### config.mk
export PLATFORM = sky130hd
export DESIGN_NAME = ifetch_arbiter
export DESIGN_NICKNAME = d
export VERILOG_FILES = /design/src/rtl/ifetch_arbiter.sv
export SDC_FILE = /design/constraint.sdc
export NUM_CORES = 1
export LEC_CHECK = 0
export CORE_MARGIN = 2
export CORE_UTILIZATION = 40
export CTS_CLUSTER_DIAMETER = 200
export DETAILED_ROUTE_END_ITERATION = 6
export GPL_ROUTABILITY_DRIVEN = 1
export PLACE_DENSITY = 0.89
export SLEW_MARGIN = 20
export SYNTH_ARGS = -nofsm -noshare
export SYNTH_HDL_FRONTEND = slang
export SYNTH_SLANG_ARGS = --single-unit
### constraint.sdc
create_clock -name CLK -period 4.47 [get_ports CLK]
set_input_delay 0.447 -clock CLK [delete_from_list [all_inputs] [get_ports CLK]]
set_output_delay 0.447 -clock CLK [all_outputs]
set_load 0.005 [all_outputs]
### src/rtl/ifetch_arbiter.sv
// Instruction-fetch responder: round-robin arbitration of two I-cache read
// requests onto the single RAM port, answered with the iwait/iload handshake.
module ifetch_arbiter #(
    parameter int NCORES = 2,
    parameter int ADDR_W = 32,
    parameter int DATA_W = 32
) (
    input  logic                       CLK,
    input  logic                       nRST,
    input  logic [NCORES-1:0]          iREN,
    input  logic [NCORES*ADDR_W-1:0]   iaddr,
    output logic [NCORES-1:0]          iwait,
    output logic [NCORES*DATA_W-1:0]   iload,
    input  logic                       dbusy,
    output logic                       ibusy,
    output logic                       ramREN,
    output logic [ADDR_W-1:0]          ramaddr,
    input  logic [DATA_W-1:0]          ramload,
    input  logic [1:0]                 ramstate
);

    typedef enum logic {IDLE, FETCH} state_t;

    localparam logic [1:0] RAM_ACCESS = 2'd2;

    state_t            state_q, state_d;
    logic              grant_q, grant_d;
    logic              last_q, last_d;
    logic [ADDR_W-1:0] addr_q, addr_d;

    logic              pick;
    logic [ADDR_W-1:0] pick_addr;
    logic [ADDR_W-1:0] gnt_addr;
    logic              gnt_valid;
    logic              hit;

    always_comb begin
        // The core after the last-served one gets priority; a lone requester always wins.
        pick      = iREN[~last_q] ? ~last_q : last_q;
        pick_addr = pick ? iaddr[2*ADDR_W-1:ADDR_W] : iaddr[ADDR_W-1:0];
        gnt_addr  = grant_q ? iaddr[2*ADDR_W-1:ADDR_W] : iaddr[ADDR_W-1:0];
        gnt_valid = iREN[grant_q] && (gnt_addr == addr_q);
        hit       = (state_q == FETCH) && gnt_valid && (ramstate == RAM_ACCESS);

        state_d = state_q;
        grant_d = grant_q;
        last_d  = last_q;
        addr_d  = addr_q;

        case (state_q)
            IDLE: begin
                if (!dbusy && (iREN != '0)) begin
                    grant_d = pick;
                    addr_d  = pick_addr;
                    state_d = FETCH;
                end
            end
            FETCH: begin
                if (!gnt_valid) begin
                    // Flush or PC redirect: drop silently, pointer untouched.
                    state_d = IDLE;
                end else if (hit) begin
                    last_d  = grant_q;
                    state_d = IDLE;
                end
            end
            default: state_d = IDLE;
        endcase
    end

    always_comb begin
        iwait   = '1;
        iload   = '0;
        ramREN  = (state_q == FETCH);
        ibusy   = (state_q == FETCH);
        ramaddr = (state_q == FETCH) ? addr_q : '0;
        if (hit) begin
            iwait[grant_q] = 1'b0;
            if (grant_q)
                iload[2*DATA_W-1:DATA_W] = ramload;
            else
                iload[DATA_W-1:0] = ramload;
        end
    end

    always_ff @(posedge CLK or negedge nRST) begin
        if (!nRST) begin
            state_q <= IDLE;
            grant_q <= 1'b0;
            last_q  <= 1'b1;
            addr_q  <= '0;
        end else begin
            state_q <= state_d;
            grant_q <= grant_d;
            last_q  <= last_d;
            addr_q  <= addr_d;
        end
    end

endmodule

== Yosys cells after proc, flatten, opt, wreduce, memory -nomap -nowiden ==
Index checks and enable logic that the tools add are counted.

* Output and inout port bits: 100
* Word-level logic and storage cells: 39
* Input bits: 103
* Register bits: 35

* Reductions and logical operators: 9
* Muxes and demuxes: 18
* Order comparisons: 3
* Equality and inequality tests: 2
* Bitwise operators: 3

{| class="wikitable"
|+ Operators with widths
! kind !! number
|-
| 32-bit two-way mux || 5
|-
| 64-bit two-way mux || 1
|-
| 32-bit == test || 1
|-
| 1-bit two-way mux || 9
|-
| 1-bit logical AND || 5
|-
| 1-bit by 2-bit < comparator with 1-bit output (second input constant) || 2
|-
| 3-bit AND reduction || 1
|-
| 2-bit == test (second input constant) || 1
|-
| 2-bit two-way mux || 1
|-
| 1-bit inverter || 2
|-
| 2-bit inverter || 1
|-
| 1-bit one-hot mux with 2 select lines || 1
|-
| 2-bit AND reduction || 1
|-
| 2-bit nonzero test || 1
|-
| 1-bit demux with 1-bit select || 1
|-
| 1-bit >= comparator (second input constant) || 1
|-
| 1-bit logical NOT || 1
|}

== Depth between registers and ports, before layout ==
* Depth after elaboration: 8
* Depth in mapped cells: 9
* Depth with buffers taken out: 6

== Worst setup path after synthesis ==
No wires, ideal clock.

* Path type: register -> output
* Start point: reg grant_q
* End point: out iload[23]
* Setup slack: 1.935 ns
* Arrival: 2.088 ns
* Cell stages (with the launch flop): 10
* Path buffers: 3
* Data required time: 4.023 ns
* Cells stage by stage: dfrtp_1 > buf_6 > buf_4 > mux2i_1 > nor2_1 > a221oi_1 > nand4_1 > nor4_4 > buf_6 > and2_1

* Longest elaborated chain between the ends: 6
* Elaborated cells between the ends (all ways): 9
* Those cells by class: 1 x eq/ne; 5 x mux; 3 x reduce/logical

{| class="wikitable"
|+ Ends and longest elaborated chain
! element !! RTL line !! source
|-
| start, declared || 27 || <nowiki>logic grant_q, grant_d;</nowiki>
|-
| start signal, assigned || 94 || <nowiki>grant_q <= grant_d;</nowiki>
|-
| 32-bit two-way mux / 1-bit two-way mux (equally long branches) || 41, 42 ||
|-
| 32-bit == test / 1-bit two-way mux (equally long branches) || 42 || <nowiki>gnt_valid = iREN[grant_q] && (gnt_addr == addr_q);</nowiki>
|-
| 1-bit logical AND || 42 ||
|-
| 1-bit logical AND (2 in a row) || 43 || <nowiki>hit = (state_q == FETCH) && gnt_valid && (ramstate == RAM_ACCESS);</nowiki>
|-
| 64-bit two-way mux * || 77 || <nowiki>if (hit) begin</nowiki>
|-
| end, declared || 13 || <nowiki>output logic [NCORES*DATA_W-1:0] iload,</nowiki>
|}

Mark *: on every way between the ends. The rest lies on a longest branch, timed or not. The select of a mux whose other input is x is not followed.

== Worst setup path in the final report ==
* Start point: reg grant_q
* End point: out iload[55]

The elaborated chain is that of the path after synthesis.

==> run metrics <==
worst-margin pin slew 822 ps; Vias/cell 4.98; Die Width ~90 um; Clock Tree Buf Depth 2; worst-path maximum fanout 33; ordered list of cells on the worst path buf_4 > mux2i_1 > xnor2_1 > nor4_1 > nand4_1 > nor4_4 > buf_4 > and2_1 > clkdlybuf4s50_1; worst vdd ir 0.000213 V; most frequent cells in the layout 201 x clkdlybuf4s50_1, 96 x and2_1, 64 x mux2i_1; Hold Vio Cnt, Final 0; Power Density 216 mW/mm2; TritonCTS clock tree done; layout cell share with drive strength beyond 1 0.0501; io pins 203; Remaining DRCs 0; cell count after placement 633; clock-pin slew on the worst setup and hold paths 70 ps; die area 0.00845 mm2; drt pass-1 iters 4; Rel. slew slack 0.441; FMAX 237 MHz; most frequent CP cell buf_4; commonest non-fill, non-tap cell in the layout clkdlybuf4s50_1; largest net degree at the start of global routing 68; core footprint 0.00761 mm2; area of the mapped netlist 0.00309 mm2; Leakage 2.08 nW; worst skew pair latency approximately 290 ps; Netlist cell types 29; Layout Nets ~640; global-route usage over all layers 0.251; type of origin of the critical path flop; Layout Cells excl Fill 642; global-route wire length before repair 16700 um; Worst Clk Skew 8.64 ps; CP required 4020 ps; WL/cell ~17 um; total number of vias about 3200; post-synthesis cell count roughly 350; CTS resizes 0; synthesis-to-finish area growth 68.7%; RD Place Congestion between 0.8 and 0.9; dominant cell type by area after synthesis dfrtp_1; number of buffers created by CTS 5; placed cell area around 0.0051 mm2; max cap viols 0; WP buf/inv 3; Ys Warns 0; CP max stage cell dfrtp_2; Synth Register Bits 35; post-synthesis sequential area ratio 0.284; Post-synth EDFFs 0; Final TNS setup 0 ps; Slew Viols, Final 0; status finished, final reports clean; Synth async-reset ratio 1.00; Site Rows 32; Yosys top cell area share 0.275; Worst EP arrival 3770 ps; number of antenna violations at the first check in global routing 1; Avg Inst Size Synth 8.91 um2; Crit Path Class reg -> out; number of buffers added for setup after CTS 0; Detail Route Antenna Nets 0; Post-Syn Nets 450; worst hold path class in -> async; Setup-failing EPs final 0; CP Capture Type output pin; GRT overflow 0; 1st-iter DRT viols around 160; Final Cycle Share 0.944; IO buf count 202; total length of routed wires approximately 11000 um; initial core utilization 0.406; DP Wirelength about 8600 um; H-tree levels 2; die height 91.9 um; CTS root buffer clkbuf_8; most used flip-flop cell after synthesis dfrtp_1; vias in the first global route 3207; Finished Cell Area 0.00522 mm2; CP delay by family, top buffers and inverters; unrepaired setup endpoints after global routing false; fin crit period ~4200 ps; CTS Hold Bufs 0; Synth area leaders dfrtp_1 28%, mux2i_1 21%, and2_1 19%; max incr delay on CP around 900 ps; clock sinks 35
==> final cells by class <==
cell class | instances | area (um2)
diodes | 1 | 2.50
repair buffers | 208 | 2060
clock inverters | 1 | 5.00
clock buffers | 7 | 76.3
well taps | 102 | 128
multi-input cells | 284 | 2050
fillers | 593 | 2390
flip-flops and latches | 35 | 878
inverters | 4 | 15.0
==> per-layer routing <==
metal / part of all wire / wire (um) / GRT usage / vias up
met4: 0.024 / 257 / 0.0833 / 0
met1: 0.37 / 3990 / 0.266 / 1498
met5: 0 / 0 / 0 / -
met3: 0.075 / 805 / 0.0731 / 16
met2: 0.53 / 5740 / 0.472 / 126
li1: - / - / - / 1556
==> cells in the mapped netlist (4+ instances only) <==
master    count
and2_1       96
mux2i_1      65
nor2_1       37
dfrtp_1      34
a21oi_1      32
xnor2_1      27
clkbuf_1     11
buf_6         8
inv_1         4
nor3_1        4
nor4_2        4
==> worst paths after layout <==
path,from,endpoint,slack (ps),cells after the start
max in group asynchronous,nRST,grant_q$_DFFE_PN0P_,3650,1
hold / removal,nRST,addr_q[12]$_DFFE_PN0P_,240,1
setup reg to reg,grant_q$_DFFE_PN0P_,last_q$_DFFE_PN1P_,1540,7
min in group CLK,addr_q[10]$_DFFE_PN0P_,addr_q[10]$_DFFE_PN0P_,580,2
setup / recovery,grant_q$_DFFE_PN0P_,iload[55],250,9
hold reg to reg,addr_q[10]$_DFFE_PN0P_,addr_q[10]$_DFFE_PN0P_,580,2
==> sequential cells by signal, indices dropped and copies added (netlist names) <==
name	flops
ibusy	1
last_q	1
grant_q	1
addr_q	32
==> power breakdown <==
part,internal (W),switching (W),leakage [nW]
Sequential,0.000370,0.0000715,0.386
Combinational,0.000274,0.000186,1.65
Clock,0.000109,0.000117,0.0422
==> cells by family after synthesis <==
kind of cell / count (synthesis) / share of synthesized area
AO/OA/AOI/OAI: 39 / 0.0684
XOR/XNOR: 27 / 0.0765
buffers and inverters: 28 / 0.0595
flip-flops: 35 / 0.284
multiplexers: 67 / 0.218
AND/OR/NAND/NOR: 151 / 0.294
==> through the flow <==
step / total power (W) / utilization / hold slack (ps) / worst slack, ps
2_1_floorplan: 0.000693 / - / 151 / 1930
3_3_place_gp: 0.000892 / 0.675 / 550 / 735
3_5_place_dp: 0.000907 / 0.675 / 564 / 575
4_1_cts: 0.00114 / 0.685 / 254 / 202
5_1_grt: 0.00120 / 0.686 / 310 / 2.19
6_report: 0.00113 / 0.686 / 237 / 249
(Power assumes the default switching activity.)
